===== config.mk =====
export PLATFORM = sky130hd
export DESIGN_NAME = gmii_tx_framer
export DESIGN_NICKNAME = d
export VERILOG_FILES = /design/src/rtl/gmii_tx_framer.sv
export SDC_FILE = /design/constraint.sdc
export NUM_CORES = 1
export LEC_CHECK = 0
export CORE_MARGIN = 5
export CORE_UTILIZATION = 45
export DETAILED_ROUTE_END_ITERATION = 16
export GPL_ROUTABILITY_DRIVEN = 0
export PLACE_DENSITY = 0.7
export RECOVER_POWER = 25
export SLEW_MARGIN = 5
export SYNTH_ARGS = -nofsm -noshare
export SYNTH_HDL_FRONTEND = slang
export SYNTH_SLANG_ARGS = --single-unit
export TNS_END_PERCENT = 100

===== constraint.sdc =====
create_clock -name clk -period 3.37 [get_ports clk]
set_input_delay 0.674 -clock clk [delete_from_list [all_inputs] [get_ports clk]]
set_output_delay 0.674 -clock clk [all_outputs]
set_load 0.01 [all_outputs]

===== src/rtl/gmii_tx_framer.sv =====
// GMII transmit framer: buffers AGMII frame bytes in a small FIFO, prepends
// preamble and SFD, enforces the inter-packet gap, and flags FIFO faults.
module gmii_tx_framer #(
  parameter int unsigned AW      = 4,
  parameter int unsigned PRE_LEN = 7,
  parameter int unsigned IFG     = 12
) (
  input  logic        clk,
  input  logic        rst_n,
  input  logic [7:0]  agmii_in,
  input  logic        agmii_in_s,
  output logic [7:0]  TXD,
  output logic        TX_EN,
  output logic        TX_ER,
  output logic        busy,
  output logic        overflow,
  output logic        underflow,
  output logic [15:0] frame_count
);

  localparam int unsigned DEPTH = 1 << AW;

  typedef enum logic [2:0] {StIdle, StPre, StSfd, StData, StGap} state_t;

  logic [7:0]    d_r;
  logic          s_r;
  logic [8:0]    mem [DEPTH];
  logic [8:0]    wr_data;
  logic [8:0]    head;
  logic [AW-1:0] wr_ptr;
  logic [AW-1:0] rd_ptr;
  logic [AW:0]   count;
  logic          empty;
  logic          full;
  logic          rd_en;
  logic          wr_en;
  state_t        state;
  logic [7:0]    cnt;

  // The byte in d_r is the last of its frame when the strobe has just dropped.
  assign wr_data = {~agmii_in_s, d_r};
  assign empty   = (count == '0);
  assign full    = count[AW];
  assign head    = mem[rd_ptr];
  assign rd_en   = (state == StData) && !empty;
  // A pop in the same cycle frees a slot, so a write on full still lands.
  assign wr_en   = s_r && (!full || rd_en);
  assign busy    = (state != StIdle) || !empty;

  // Input register stage for the engine byte and strobe.
  always_ff @(posedge clk or negedge rst_n) begin
    if (!rst_n) begin
      d_r <= 8'h00;
      s_r <= 1'b0;
    end else begin
      d_r <= agmii_in;
      s_r <= agmii_in_s;
    end
  end

  // FIFO storage; contents need no reset because occupancy gates every read.
  always_ff @(posedge clk) begin
    if (wr_en) mem[wr_ptr] <= wr_data;
  end

  // FIFO pointers, occupancy and sticky overflow flag.
  always_ff @(posedge clk or negedge rst_n) begin
    if (!rst_n) begin
      wr_ptr   <= '0;
      rd_ptr   <= '0;
      count    <= '0;
      overflow <= 1'b0;
    end else begin
      if (wr_en) wr_ptr <= wr_ptr + 1'b1;
      if (rd_en) rd_ptr <= rd_ptr + 1'b1;
      count <= count + (AW+1)'(wr_en) - (AW+1)'(rd_en);
      if (s_r && full && !rd_en) overflow <= 1'b1;
    end
  end

  // Framing FSM; pin outputs are registered from the current state, so the
  // pins trail the state by one cycle. GAP holds IFG-1 state cycles because
  // the following IDLE cycle also drives TX_EN low.
  always_ff @(posedge clk or negedge rst_n) begin
    if (!rst_n) begin
      state       <= StIdle;
      cnt         <= 8'h00;
      TXD         <= 8'h00;
      TX_EN       <= 1'b0;
      TX_ER       <= 1'b0;
      underflow   <= 1'b0;
      frame_count <= 16'h0000;
    end else begin
      unique case (state)
        StIdle: begin
          TX_EN <= 1'b0;
          TX_ER <= 1'b0;
          TXD   <= 8'h00;
          if (!empty) begin
            state <= StPre;
            cnt   <= 8'h00;
          end
        end
        StPre: begin
          TX_EN <= 1'b1;
          TX_ER <= 1'b0;
          TXD   <= 8'h55;
          if (cnt == 8'(PRE_LEN - 1)) state <= StSfd;
          else                        cnt   <= cnt + 8'h01;
        end
        StSfd: begin
          TX_EN <= 1'b1;
          TX_ER <= 1'b0;
          TXD   <= 8'hD5;
          state <= StData;
        end
        StData: begin
          TX_EN <= 1'b1;
          cnt   <= 8'h00;
          if (!empty) begin
            TX_ER <= 1'b0;
            TXD   <= head[7:0];
            if (head[8]) begin
              state       <= StGap;
              frame_count <= frame_count + 16'h0001;
            end
          end else begin
            // Starved mid-frame: signal an error cycle and close the frame.
            TX_ER     <= 1'b1;
            TXD       <= 8'h00;
            underflow <= 1'b1;
            state     <= StGap;
          end
        end
        StGap: begin
          TX_EN <= 1'b0;
          TX_ER <= 1'b0;
          TXD   <= 8'h00;
          if (cnt == 8'(IFG - 2)) state <= StIdle;
          else                    cnt   <= cnt + 8'h01;
        end
        default: state <= StIdle;
      endcase
    end
  end

endmodule


# Word-level counts from Yosys, hierarchy flattened

Memory sizes are Yosys's and may differ from the RTL's.
Cells that the tools add are included.

Reduce and logical (&&, ||, !) cells: 23
Eq/ne operators: 12
Add/sub/neg operators: 6
Muxes and demuxes: 17
Bitwise gates (word level): 2

Operator list:

| cell                  | number |
|---|---|
| $pmux 8 s4            | 2 |
| $mux 8                | 4 |
| $add 16x1->16 const B | 1 |
| $mux 3                | 5 |
| $pmux 3 s5            | 1 |
| $ne 2x2->1 const B    | 5 |
| $add 4x1->4 const B   | 2 |
| $add 8x1->8 const B   | 1 |
| $eq 8x3->1 const B    | 1 |
| $eq 8x4->1 const B    | 1 |
| $reduce_and 4->1      | 2 |
| $reduce_bool 4->1     | 2 |
| $eq 3x2->1 const B    | 2 |
| $add 5x1->5           | 1 |
| $logic_not 5->1       | 1 |
| $sub 5x1->5           | 1 |
| $logic_and 1x1->1     | 4 |
| $pmux 1 s2            | 2 |
| $reduce_bool 2->1     | 2 |
| $reduce_or 4->1       | 1 |
| $eq 3x1->1 const B    | 1 |
| $eq 3x3->1 const B    | 1 |
| $logic_not 1->1       | 3 |
| $logic_not 3->1       | 1 |
| 9 further kinds       | 13 |

Register bits: 61
Memories: 1
Word-level logic and storage cells: 74
Input bits: 11
Output and inout bits: 29
Bits in writable memories: 144

Memory list:

| name | depth | bits a word | read ports | clocked after memory_dff | write ports | line | RTL |
|---|---|---|---|---|---|---|---|
| mem  | 16    | 9           | 1          | 0                        | 1           | 27   | `logic [8:0] mem [DEPTH];` |

# Logic depth before layout (Yosys ltp)

Depth after elaboration: 7
Depth in mapped cells: 15
Gate-level depth less buffers: 14

# Worst setup path before layout

OpenSTA, ideal clock, no wires.

Path kind: register to register
Start point: register state[2]
End point: memory mem[3][0] (enable)
Library setup time: 0.387 ns
Stages on the path, launching flop included: 6
Arrival time: 2.210 ns
Period minus slack after synthesis: 2.596 ns
Slack: 0.774 ns
Path buffers: 1
Required time: 2.983 ns
Cell sequence: dfrtp_1 > buf_1 > nand3b_1 > a21boi_1 > nand2_1 > nor3_1

Word-level cells in the longest chain between the ends: 6

RTL lines:

| what                         | line | RTL |
|---|---|---|
| start: declaration           | 37   | `state_t state;` |
| start signal: assignment     | 86   | `state <= StIdle;` |
| start signal: assignment     | 100  | `state <= StPre;` |
| start signal: assignment     | 108  | `if (cnt == 8'(PRE_LEN - 1)) state <= StSfd;` |
| $eq 3x2->1                   | 45   | `assign rd_en = (state == StData) && !empty;` |
| $logic_and 1x1->1            | 45   |  |
| $logic_or 1x1->1             | 47   | `assign wr_en = s_r && (!full \|\| rd_en);` |
| $logic_and 1x1->1            | 47   |  |
| $mux 1                       | 63   | `if (wr_en) mem[wr_ptr] <= wr_data;` |
| $mux 1 (not written as such) | 63   |  |
| end: declaration             | 27   |  |

No other way between the ends.

# Worst setup path in the final report

Start point: register state[2]
End point: output port busy

Word-level cells in the longest chain between the ends: 2

RTL lines:

| what              | line | RTL |
|---|---|---|
| $reduce_bool 3->1 | 48   | `assign busy = (state != StIdle) \|\| !empty;` |
| $logic_or 1x1->1  | 48   |  |
| end: declaration  | 15   | `output logic busy,` |

No other way between the ends.

==> flow_metrics.env <==
export IMPL_status="finished, final reports clean"
export IMPL_syn_area_per_cell_um2=17.2
export IMPL_tightest_slew_ps=841
export IMPL_viasPerCell=5.58
export IMPL_finalNetCount=580
export IMPL_synth_distinct_cells=53
export IMPL_leakagePower_nw=3.55
export IMPL_post_cts_resized=0
export IMPL_die_w_um=146
export IMPL_synth_edff_count=144
export IMPL_die_h_um=146
export IMPL_max_slew_margin_pct=43.9
export IMPL_postCtsSetupRepairBufs=0
export IMPL_area_growth_pct=18.3
export IMPL_cts_root_buffer="clkbuf_16"
export IMPL_syn_num_nets=508
export IMPL_worstSetupEndpointType="primary output"
export IMPL_drv_slew=0
export IMPL_yosys_most_used_dff="edfxtp_1"
export IMPL_n_fill_cell=1354
export IMPL_rsz0062_at_grt="no"
export IMPL_grt_max_degree=62
export IMPL_htreeDepth=1
export IMPL_core_area_um2=18100
export IMPL_antenna_cells=0
export IMPL_gr_total_overflow=0
export IMPL_cts_tree="built"
export IMPL_cp_max_fo=13
export IMPL_start_kind="register"
export IMPL_ys_warn_count=0
export IMPL_drive_above_1_share_pct=20.1
export IMPL_multi_input_area_um2=2300
export IMPL_path_clk_slew_ps=60
export IMPL_grt_antenna_before_repair=0
export IMPL_required_ps=2700
export IMPL_ir_worst_vdd_v=0.000432
export IMPL_r2r_start="count[3]"
export IMPL_wl_per_cell_um=20.5
export IMPL_hold_buffers=0
export IMPL_cts_sinks=205
export IMPL_grt_pass1_vias=4707
export IMPL_async_flop_share_pct=29.8
export IMPL_fmaxAchievable_mhz=339
export IMPL_drcViolationCount=0
export IMPL_path_class="register to primary output"
export IMPL_dr_total_vias=4466
export IMPL_holdCritPathClass="input pin to asynchronous set/reset pin"
export IMPL_final_cells=800
export IMPL_netlist_area_um2=8300
export IMPL_place_inst=760
export IMPL_clock_skew_ps=9.87
export IMPL_synthCells=483
export IMPL_synth_seq_cells=205
export IMPL_tns_ps=0
export IMPL_power_density_nw_per_um2=764
export IMPL_final_seq_area_um2=5850
export IMPL_critical_path_startpoint="state[2]"
export IMPL_hold_violations=0
export IMPL_grt_pass1_wl_um=26400
export IMPL_final_cell_mix="edfxtp_1, dfrtp_1, mux4_2"
export IMPL_hpwl_um=10900
export IMPL_post_route_min_period_ps=2950
export IMPL_ant_nets=0
export IMPL_synth_seq_area_share_pct=70.5
export IMPL_wl_um=16400
export IMPL_worstPathArrival_ps=2280
export IMPL_dieArea_um2=21300
export IMPL_port_buffers=39
export IMPL_clockBufferDepth=3
export IMPL_gr_usage_all_layers_pct=15.6
export IMPL_detail_route_iter0_violations=339
export IMPL_cap_viol_max_count=0
export IMPL_ios=40
export IMPL_setup_violations=0
export IMPL_start_util_pct=45.9
export IMPL_num_rows=49
export IMPL_numCtsBuffers=22
export IMPL_clk_latency_ps=490
export IMPL_drt_first_pass_iters=4
export IMPL_min_period_over_period_pct=87.5
export IMPL_final_common_cell="edfxtp_1"
[power by group]
group / internal [mW] / switching, mW
sequential: 3.00 / 0.357
clock: 1.41 / 0.928
combinational: 0.937 / 0.879
total: 5.35 / 2.17
[worst paths after layout]
path / end / slack, ps / cells past startpoint
max in group asynchronous: rd_ptr[0] / 2410 / 2
worst min-delay path: cnt[4] / 340 / 2
min in group clk: underflow / 470 / 1
worst max-delay path: busy / 420 / 3
worst max register to register: count[4] / 720 / 14
worst min register to register: underflow / 470 / 1
[worst max-delay path: stages (launching register included)]
cell	delay [ps]
dfrtp_1	630
clkinv_1	410
nand3_1	180
clkdlybuf4s50_1	550
[layer usage]
layer / share of wire, % / GRT usage [%]
met5: 0 / 0
met4: 1.8 / 2.94
met3: 6.0 / 2.87
met2: 50 / 26.5
met1: 42 / 21.5
[final cells by class]
type | count | share of cell area, %
Clock buffer | 30 | 6.53
Timing Repair Buffer | 68 | 6.27
Clock inverter | 10 | 0.764
Multi-Input combinational cell | 243 | 23.4
Sequential cell | 205 | 59.6
Inverter | 15 | 0.573
Tap cell | 229 | 2.92
[synth_stat cells, types with 3 or more instances]
library cell | instances | area (um2)
nand2_1 | 22 | 82.6
inv_1 | 14 | 52.6
nor2_1 | 23 | 86.3
or3_1 | 3 | 18.8
xnor2_1 | 19 | 166
a22o_1 | 6 | 52.6
o31ai_1 | 9 | 67.6
a21oi_1 | 5 | 25.0
nand4_1 | 7 | 43.8
xor2_1 | 6 | 52.6
a32o_1 | 3 | 30.0
o21ai_0 | 13 | 65.1
a221oi_1 | 4 | 35.0
a211oi_1 | 5 | 37.5
clkbuf_1 | 9 | 33.8
edfxtp_1 | 144 | 4320
dfrtp_1 | 61 | 1530
ha_1 | 13 | 163
nand2b_1 | 5 | 31.3
and3_1 | 4 | 25.0
nor3_1 | 6 | 30.0
nand3_1 | 12 | 60.1
a21o_1 | 3 | 22.5
nor2b_1 | 6 | 37.5
buf_2 | 7 | 35.0
mux4_2 | 38 | 856
[cells by family (layout without fill, tap and decap cells)]
logic type | Yosys count | in the layout | share of synthesized area, %
flip-flops | 205 | 205 | 70.5
AND/OR/NAND/NOR | 105 | 105 | 6.69
AO/OA/AOI/OAI | 59 | 59 | 5.20
multiplexers | 40 | 40 | 10.9
buffers and inverters | 35 | 123 | 1.87
XOR/XNOR | 25 | 25 | 2.64
adder cells (fa/ha/maj) | 14 | 14 | 2.20
[metrics by stage]
step / hold slack (ps) / instance area (um2) / utilization, % / setup WS [ps] / power (mW)
final: 343 / 9820 / 54.3 / 421 / 7.51
after CTS: 379 / 9820 / 54.3 / 436 / 7.60
after floorplan: 378 / 8300 / - / 774 / 4.73
after global placement: 458 / 9110 / 50.4 / 825 / 5.17
after global routing: 445 / 9820 / 54.3 / 347 / 7.91
after detailed placement: 461 / 9110 / 50.4 / 741 / 5.25
[state kept, by name, summed over array words and instances (netlist names)]
register / count
state: 3
cnt: 8
frame_count: 16
d_r: 8
wr_ptr: 4
TX_ER: 1
rd_ptr: 4
TXD: 8
overflow: 1
s_r: 1
count: 5
underflow: 1
TX_EN: 1
mem: 144
Note: power is estimated with default switching activity, not from simulation.
